<file path="src/rtl/ir_prefetch_queue_if.sv">
// rtl/ir_prefetch_queue_if.sv - fetch/issue/instruction bundle between sequencers and the prefetch queue
interface ir_prefetch_queue_if #(
  parameter int INST_WIDTH = 12,
  parameter int DEPTH      = 2
);
  localparam int CW = $clog2(DEPTH + 1);

  logic                  fetch_valid;
  logic [INST_WIDTH-1:0] fetch_data;
  logic                  fetch_ready;
  logic                  issue;
  logic                  skip;
  logic                  goto;
  logic [INST_WIDTH-1:0] ir;
  logic                  ir_valid;
  logic [CW-1:0]         count;
  logic                  overflow;

  modport master (
    output fetch_valid, fetch_data, issue, skip, goto,
    input  fetch_ready, ir, ir_valid, count, overflow
  );

  modport slave (
    input  fetch_valid, fetch_data, issue, skip, goto,
    output fetch_ready, ir, ir_valid, count, overflow
  );
endinterface

</file>
<file path="src/rtl/ir_prefetch_queue.sv">
// rtl/ir_prefetch_queue.sv - DEPTH-entry prefetch FIFO with registered instruction output and skip/goto kill
module ir_prefetch_queue #(
  parameter int                    INST_WIDTH = 12,
  parameter int                    DEPTH      = 2,
  parameter logic [INST_WIDTH-1:0] NOP_CODE   = '0
) (
  input logic               clk,
  input logic               rst,
  ir_prefetch_queue_if.slave bus
);
  localparam int                CW       = $clog2(DEPTH + 1);
  localparam int                PW       = $clog2(DEPTH);
  localparam logic [CW-1:0]     FULL_CNT = CW'(DEPTH);

  logic [INST_WIDTH-1:0] mem_q [DEPTH];
  logic [PW-1:0]         rd_ptr_q, rd_ptr_d;
  logic [PW-1:0]         wr_ptr_q, wr_ptr_d;
  logic [CW-1:0]         count_q, count_d;
  logic [INST_WIDTH-1:0] ir_q, ir_d;
  logic                  ir_valid_q, ir_valid_d;
  logic                  overflow_q, overflow_d;
  logic                  skip_pending_q, skip_pending_d;
  logic                  push, pop, flush;
  logic                  have_head, full;
  logic [INST_WIDTH-1:0] head;

  assign have_head = (count_q != '0);
  assign full      = (count_q == FULL_CNT);
  assign head      = mem_q[rd_ptr_q];

  always_comb begin
    ir_d           = ir_q;
    ir_valid_d     = ir_valid_q;
    overflow_d     = overflow_q;
    skip_pending_d = skip_pending_q;
    push           = 1'b0;
    pop            = 1'b0;
    flush          = 1'b0;

    if (bus.issue && bus.goto) begin
      ir_d           = NOP_CODE;
      ir_valid_d     = 1'b0;
      skip_pending_d = 1'b0;
      flush          = 1'b1;
    end else if (bus.issue && bus.skip) begin
      ir_d       = NOP_CODE;
      ir_valid_d = 1'b0;
      // Kill the oldest candidate: head, then the word on the bus, else defer.
      if (have_head) begin
        pop  = 1'b1;
        push = bus.fetch_valid;
      end else if (!bus.fetch_valid) begin
        skip_pending_d = 1'b1;
      end
    end else if (bus.issue) begin
      if (have_head) begin
        ir_d       = head;
        ir_valid_d = 1'b1;
        pop        = 1'b1;
        push       = bus.fetch_valid;
      end else if (bus.fetch_valid && !skip_pending_q) begin
        ir_d       = bus.fetch_data;
        ir_valid_d = 1'b1;
      end else begin
        ir_d       = NOP_CODE;
        ir_valid_d = 1'b0;
        if (bus.fetch_valid) begin
          skip_pending_d = 1'b0;
        end
      end
    end else if (bus.fetch_valid) begin
      if (skip_pending_q) begin
        skip_pending_d = 1'b0;
      end else if (!full) begin
        push = 1'b1;
      end else begin
        overflow_d = 1'b1;
      end
    end

    if (flush) begin
      count_d  = '0;
      rd_ptr_d = wr_ptr_q;
      wr_ptr_d = wr_ptr_q;
    end else begin
      count_d  = count_q + CW'(push) - CW'(pop);
      rd_ptr_d = rd_ptr_q + PW'(pop);
      wr_ptr_d = wr_ptr_q + PW'(push);
    end
  end

  always_ff @(posedge clk) begin
    if (rst) begin
      rd_ptr_q       <= '0;
      wr_ptr_q       <= '0;
      count_q        <= '0;
      ir_q           <= NOP_CODE;
      ir_valid_q     <= 1'b0;
      overflow_q     <= 1'b0;
      skip_pending_q <= 1'b0;
    end else begin
      rd_ptr_q       <= rd_ptr_d;
      wr_ptr_q       <= wr_ptr_d;
      count_q        <= count_d;
      ir_q           <= ir_d;
      ir_valid_q     <= ir_valid_d;
      overflow_q     <= overflow_d;
      skip_pending_q <= skip_pending_d;
    end
  end

  // Storage is not reset; count and pointers alone decide what is live.
  always_ff @(posedge clk) begin
    if (!rst && push) begin
      mem_q[wr_ptr_q] <= bus.fetch_data;
    end
  end

  assign bus.fetch_ready = !full;
  assign bus.ir          = ir_q;
  assign bus.ir_valid    = ir_valid_q;
  assign bus.count       = count_q;
  assign bus.overflow    = overflow_q;
endmodule

</file>
<file path="src/flat_wrapper.sv">
// flat-port wrapper written by rule: the top's interface ports become plain ports
module ir_prefetch_queue_flat 
#(
  parameter int                    INST_WIDTH = 12,
  parameter int                    DEPTH      = 2,
  parameter logic [INST_WIDTH-1:0] NOP_CODE   = '0
)
  (clk, rst, bus_fetch_valid, bus_fetch_data, bus_issue, bus_skip, bus_goto, bus_fetch_ready, bus_ir, bus_ir_valid, bus_count, bus_overflow);
  ir_prefetch_queue_if #(.INST_WIDTH(INST_WIDTH), .DEPTH(DEPTH)) bus_i ();
  input logic clk;
  input logic rst;
  input wire logic [$bits(bus_i.fetch_valid)-1:0] bus_fetch_valid;
  input wire logic [$bits(bus_i.fetch_data)-1:0] bus_fetch_data;
  input wire logic [$bits(bus_i.issue)-1:0] bus_issue;
  input wire logic [$bits(bus_i.skip)-1:0] bus_skip;
  input wire logic [$bits(bus_i.goto)-1:0] bus_goto;
  output wire logic [$bits(bus_i.fetch_ready)-1:0] bus_fetch_ready;
  output wire logic [$bits(bus_i.ir)-1:0] bus_ir;
  output wire logic [$bits(bus_i.ir_valid)-1:0] bus_ir_valid;
  output wire logic [$bits(bus_i.count)-1:0] bus_count;
  output wire logic [$bits(bus_i.overflow)-1:0] bus_overflow;
  assign bus_i.fetch_valid = bus_fetch_valid;
  assign bus_i.fetch_data = bus_fetch_data;
  assign bus_i.issue = bus_issue;
  assign bus_i.skip = bus_skip;
  assign bus_i.goto = bus_goto;
  assign bus_fetch_ready = bus_i.fetch_ready;
  assign bus_ir = bus_i.ir;
  assign bus_ir_valid = bus_i.ir_valid;
  assign bus_count = bus_i.count;
  assign bus_overflow = bus_i.overflow;
  ir_prefetch_queue #(.INST_WIDTH(INST_WIDTH), .DEPTH(DEPTH), .NOP_CODE(NOP_CODE)) u_core (.clk(clk), .rst(rst), .bus(bus_i));
endmodule
</file>
<file path="config.mk">
export PLATFORM = sky130hd
export DESIGN_NAME = ir_prefetch_queue_flat
export DESIGN_NICKNAME = d
export VERILOG_FILES = /design/src/rtl/ir_prefetch_queue_if.sv /design/src/rtl/ir_prefetch_queue.sv /design/src/flat_wrapper.sv
export SDC_FILE = /design/constraint.sdc
export NUM_CORES = 1
export LEC_CHECK = 0
export CORE_ASPECT_RATIO = 1.4
export CORE_UTILIZATION = 40
export CTS_CLUSTER_DIAMETER = 100
export DETAILED_ROUTE_END_ITERATION = 8
export PLACE_DENSITY = 0.77
export SLEW_MARGIN = 30
export SYNTH_ARGS = -nofsm -noshare
export SYNTH_HDL_FRONTEND = slang
export SYNTH_SLANG_ARGS = --single-unit
export TNS_END_PERCENT = 20
</file>
<file path="constraint.sdc">
create_clock -name clk -period 2 [get_ports clk]
set_input_delay 0.2 -clock clk [delete_from_list [all_inputs] [get_ports clk]]
set_output_delay 0.2 -clock clk [all_outputs]
set_load 0.05 [all_outputs]
</file>
==> impl_metrics.py <==
metrics = {
    "floorplan": {
        "row_count": 28,
        "core_area_mm2": 0.00424,
        "fp.dieArea_mm2": 0.00469,
        "dieHeight_um": 80.7,
        "start_util": 0.417,
        "die_x_um": 58.2,
        "io_pins": 35,
    },
    "logic_synthesis": {
        "yosys-top-cells-count": "26 x nor2_1, 24 x edfxtp_1, 19 x dfxtp_1",
        "synth_fp_nets": 176,
        "synth_flop_cell": "edfxtp_1",
        "yosysTopAreaCellShare": 0.408,
        "yosys_warnings": 0,
        "synth_area_leader_cell": "edfxtp_1",
        "synthCells": 157,
        "synthDistinctLibCells": 30,
        "synth-seq-cells": 43,
        "postSynthAreaPerCell_um2": 11.3,
        "seq_area_frac_synth": 0.623,
        "synth_area_leaders": "edfxtp_1 41%, dfxtp_1 22%, mux2i_1 6.8%",
        "async_reset_ff_frac": 0,
        "synth_most_common_cell": "nor2_1",
        "syn_area_mm2": 0.00177,
        "synth_edf_count": 24,
    },
    "final_layout": {
        "filler_cell_count": 362,
        "syn_to_final_growth_pct": 34.8,
        "diodes": 0,
        "nNetsFinal": 222,
        "drive_gt1_frac": 0.137,
    },
    "grt": {
        "grt_pass1_wl_mm": 6.16,
        "grt_pass1_vias": 1302,
        "antenna_found_initial": 0,
        "grtUsageTotal": 0.176,
        "grt_max_degree": 18,
        "grt_overflow": 0,
    },
    "critical_path": {
        "setup.worst_path.start_class": "flip-flop",
        "worst-path-buf-inv": 1,
        "crit_fanout": 7,
        "end_kind": "primary output",
        "required_ns": 1.80,
        "worst_path_max_delay_cell": "clkdlybuf4s50_1",
        "critPathArrivalTime_ns": 1.53,
        "crit_family": "buffers and inverters",
        "crit_chain": "clkdlybuf4s50_1",
        "worstSetupPathType": "flip-flop to primary output",
        "critPathMaxStageDelay_ns": 0.82,
    },
    "routing": {
        "ant_nets": 0,
        "finalWirelength_mm": 3.68,
        "drt_pre_antenna_iters": 4,
        "drtIter0Drc": 42,
        "wl_per_cell_um": 13.9,
        "routed_via_density": 4.94,
        "route.vias.total": 1303,
        "drc": 0,
    },
    "placement": {
        "dp_hpwl_mm": 2.69,
        "port_buffers": 34,
        "gp_congestion": 0.805,
    },
    "power": {
        "p_leak_nw": 0.820,
        "power_density_mw_per_mm2": 851,
        "peakVddDrop_v": 0.000410,
        "power.total_w": 0.00203,
    },
    "sta": {
        "timing.final.crit_share": 0.864,
        "setup_viol_count_final": 0,
        "final.min_clock_period_ns": 1.73,
        "fmax_mhz": 579,
        "skew_ns": 0.0103,
        "rsz0062_at_grt": "false",
        "final_hold_viol_count": 0,
        "slew_headroom": 0.476,
        "tightest_slew_ns": 0.785,
        "tns_ns": 0,
        "slew_violations": 0,
    },
    "clocking": {
        "cts_htree_levels": 2,
        "ctsRootBufferMaster": "clkbuf_8",
        "cts_tree": "done",
        "cts.sinks": 43,
        "post_cts_buffers": 0,
        "cts_buffers": 5,
        "clkTransAtPathRegs_ns": 0.08,
        "clock_latency_ns": 0.30,
        "cts_buffer_depth": 2,
    },
    "run": {
        "cap_violations": 0,
    },
    "worst_hold_path": {
        "hp-class": "flip-flop to flip-flop",
    },
    "status": {
        "status": "finished, final reports clean",
    },
}
[sequential cells by signal (all words and copies together), names as in the netlist]
register and cells:
u_core.rd_ptr_q 1, u_core.skip_pending_q 1, u_core.bus.overflow 1, u_core.wr_ptr_q 1
u_core.bus.ir 12, u_core.bus.count 2, u_core.bus.ir_valid 1, u_core.mem_q 24
[metrics by stage]
stage	hold slack (ns)	worst slack [ns]	std cells	cell area, µm²	utilization
CTS	0.478	0.0302	264	2380	0.562
global route	0.498	0.217	264	2380	0.562
finish	0.481	0.272	264	2380	0.562
global placement	0.465	0.115	256	2270	0.536
floorplan	0.299	0.0545	157	1780	-
detailed placement	0.460	0.0765	256	2270	0.536
[metal layers]
metal	wire length, µm	track usage
met5	0	0
met4	78	0.0929
met3	110	0.0386
met2	1910	0.287
met1	1580	0.213
[kinds of logic after synthesis]
logic type	Yosys count	share of synthesized area
AO/OA/AOI/OAI	41	0.149
XOR/XNOR	1	0.00495
multiplexers	13	0.0743
adder cells (fa/ha/maj)	1	0.00708
AND/OR/NAND/NOR	46	0.114
flip-flops	43	0.623
buffers and inverters	12	0.0276
[power by group]
group | internal [W] | leakage [nW] | switching [W] | total (W)
Clock | 0.000372 | 0.0514 | 0.000286 | 0.000658
Combinational | 0.000156 | 0.394 | 0.000208 | 0.000365
Sequential | 0.000977 | 0.375 | 0.0000288 | 0.00101
[cell type report]
type | instances | area, µm² | area share
clock inverters | 2 | 37.5 | 0.0157
inverters | 3 | 11.3 | 0.00472
flip-flops and latches | 43 | 1100 | 0.463
multi-input cells | 102 | 623 | 0.261
repair buffers | 48 | 460 | 0.193
clock buffers | 6 | 72.6 | 0.0304
well taps | 60 | 75.1 | 0.0315
[final timing paths]
| kind | start | to | slack [ns] | depth (start not counted) |
|---|---|---|---|---|
| worst max-delay path | u_core.bus.count[0] | bus_count[0] | 0.27 | 1 |
| worst min-delay path | u_core.bus.ir[0] | u_core.bus.ir[0] | 0.48 | 2 |
| worst max register to register | u_core.bus.count[1] | u_core.mem_q[0][7] | 0.34 | 6 |
| worst min register to register | u_core.bus.ir[0] | u_core.bus.ir[0] | 0.48 | 2 |
[placed cells by master, fill, tap and decap left out, types with 2 or more instances in the layout]
cell type | Yosys | layout
clkdlybuf4s50_1 | 0 | 33
nor2_1 | 26 | 26
edfxtp_1 | 24 | 24
dfxtp_1 | 19 | 17
a21oi_1 | 15 | 15
buf_4 | 0 | 13
a211oi_1 | 12 | 12
mux2i_1 | 12 | 12
nand2_1 | 7 | 7
o21ai_0 | 5 | 5
clkbuf_8 | 0 | 5
nand2b_1 | 3 | 3
nor3_1 | 3 | 2
inv_1 | 2 | 2
nor2b_1 | 2 | 2
or3_1 | 2 | 2
o31ai_1 | 2 | 2
dfxtp_2 | 0 | 2
[what timing repair did]
action                                  in CTS  in global routing
endpoints found under the setup margin       0                  1
resized for setup                            0                  1
hold buffers                                 0                  0
Power figures use the tool's default switching activity.
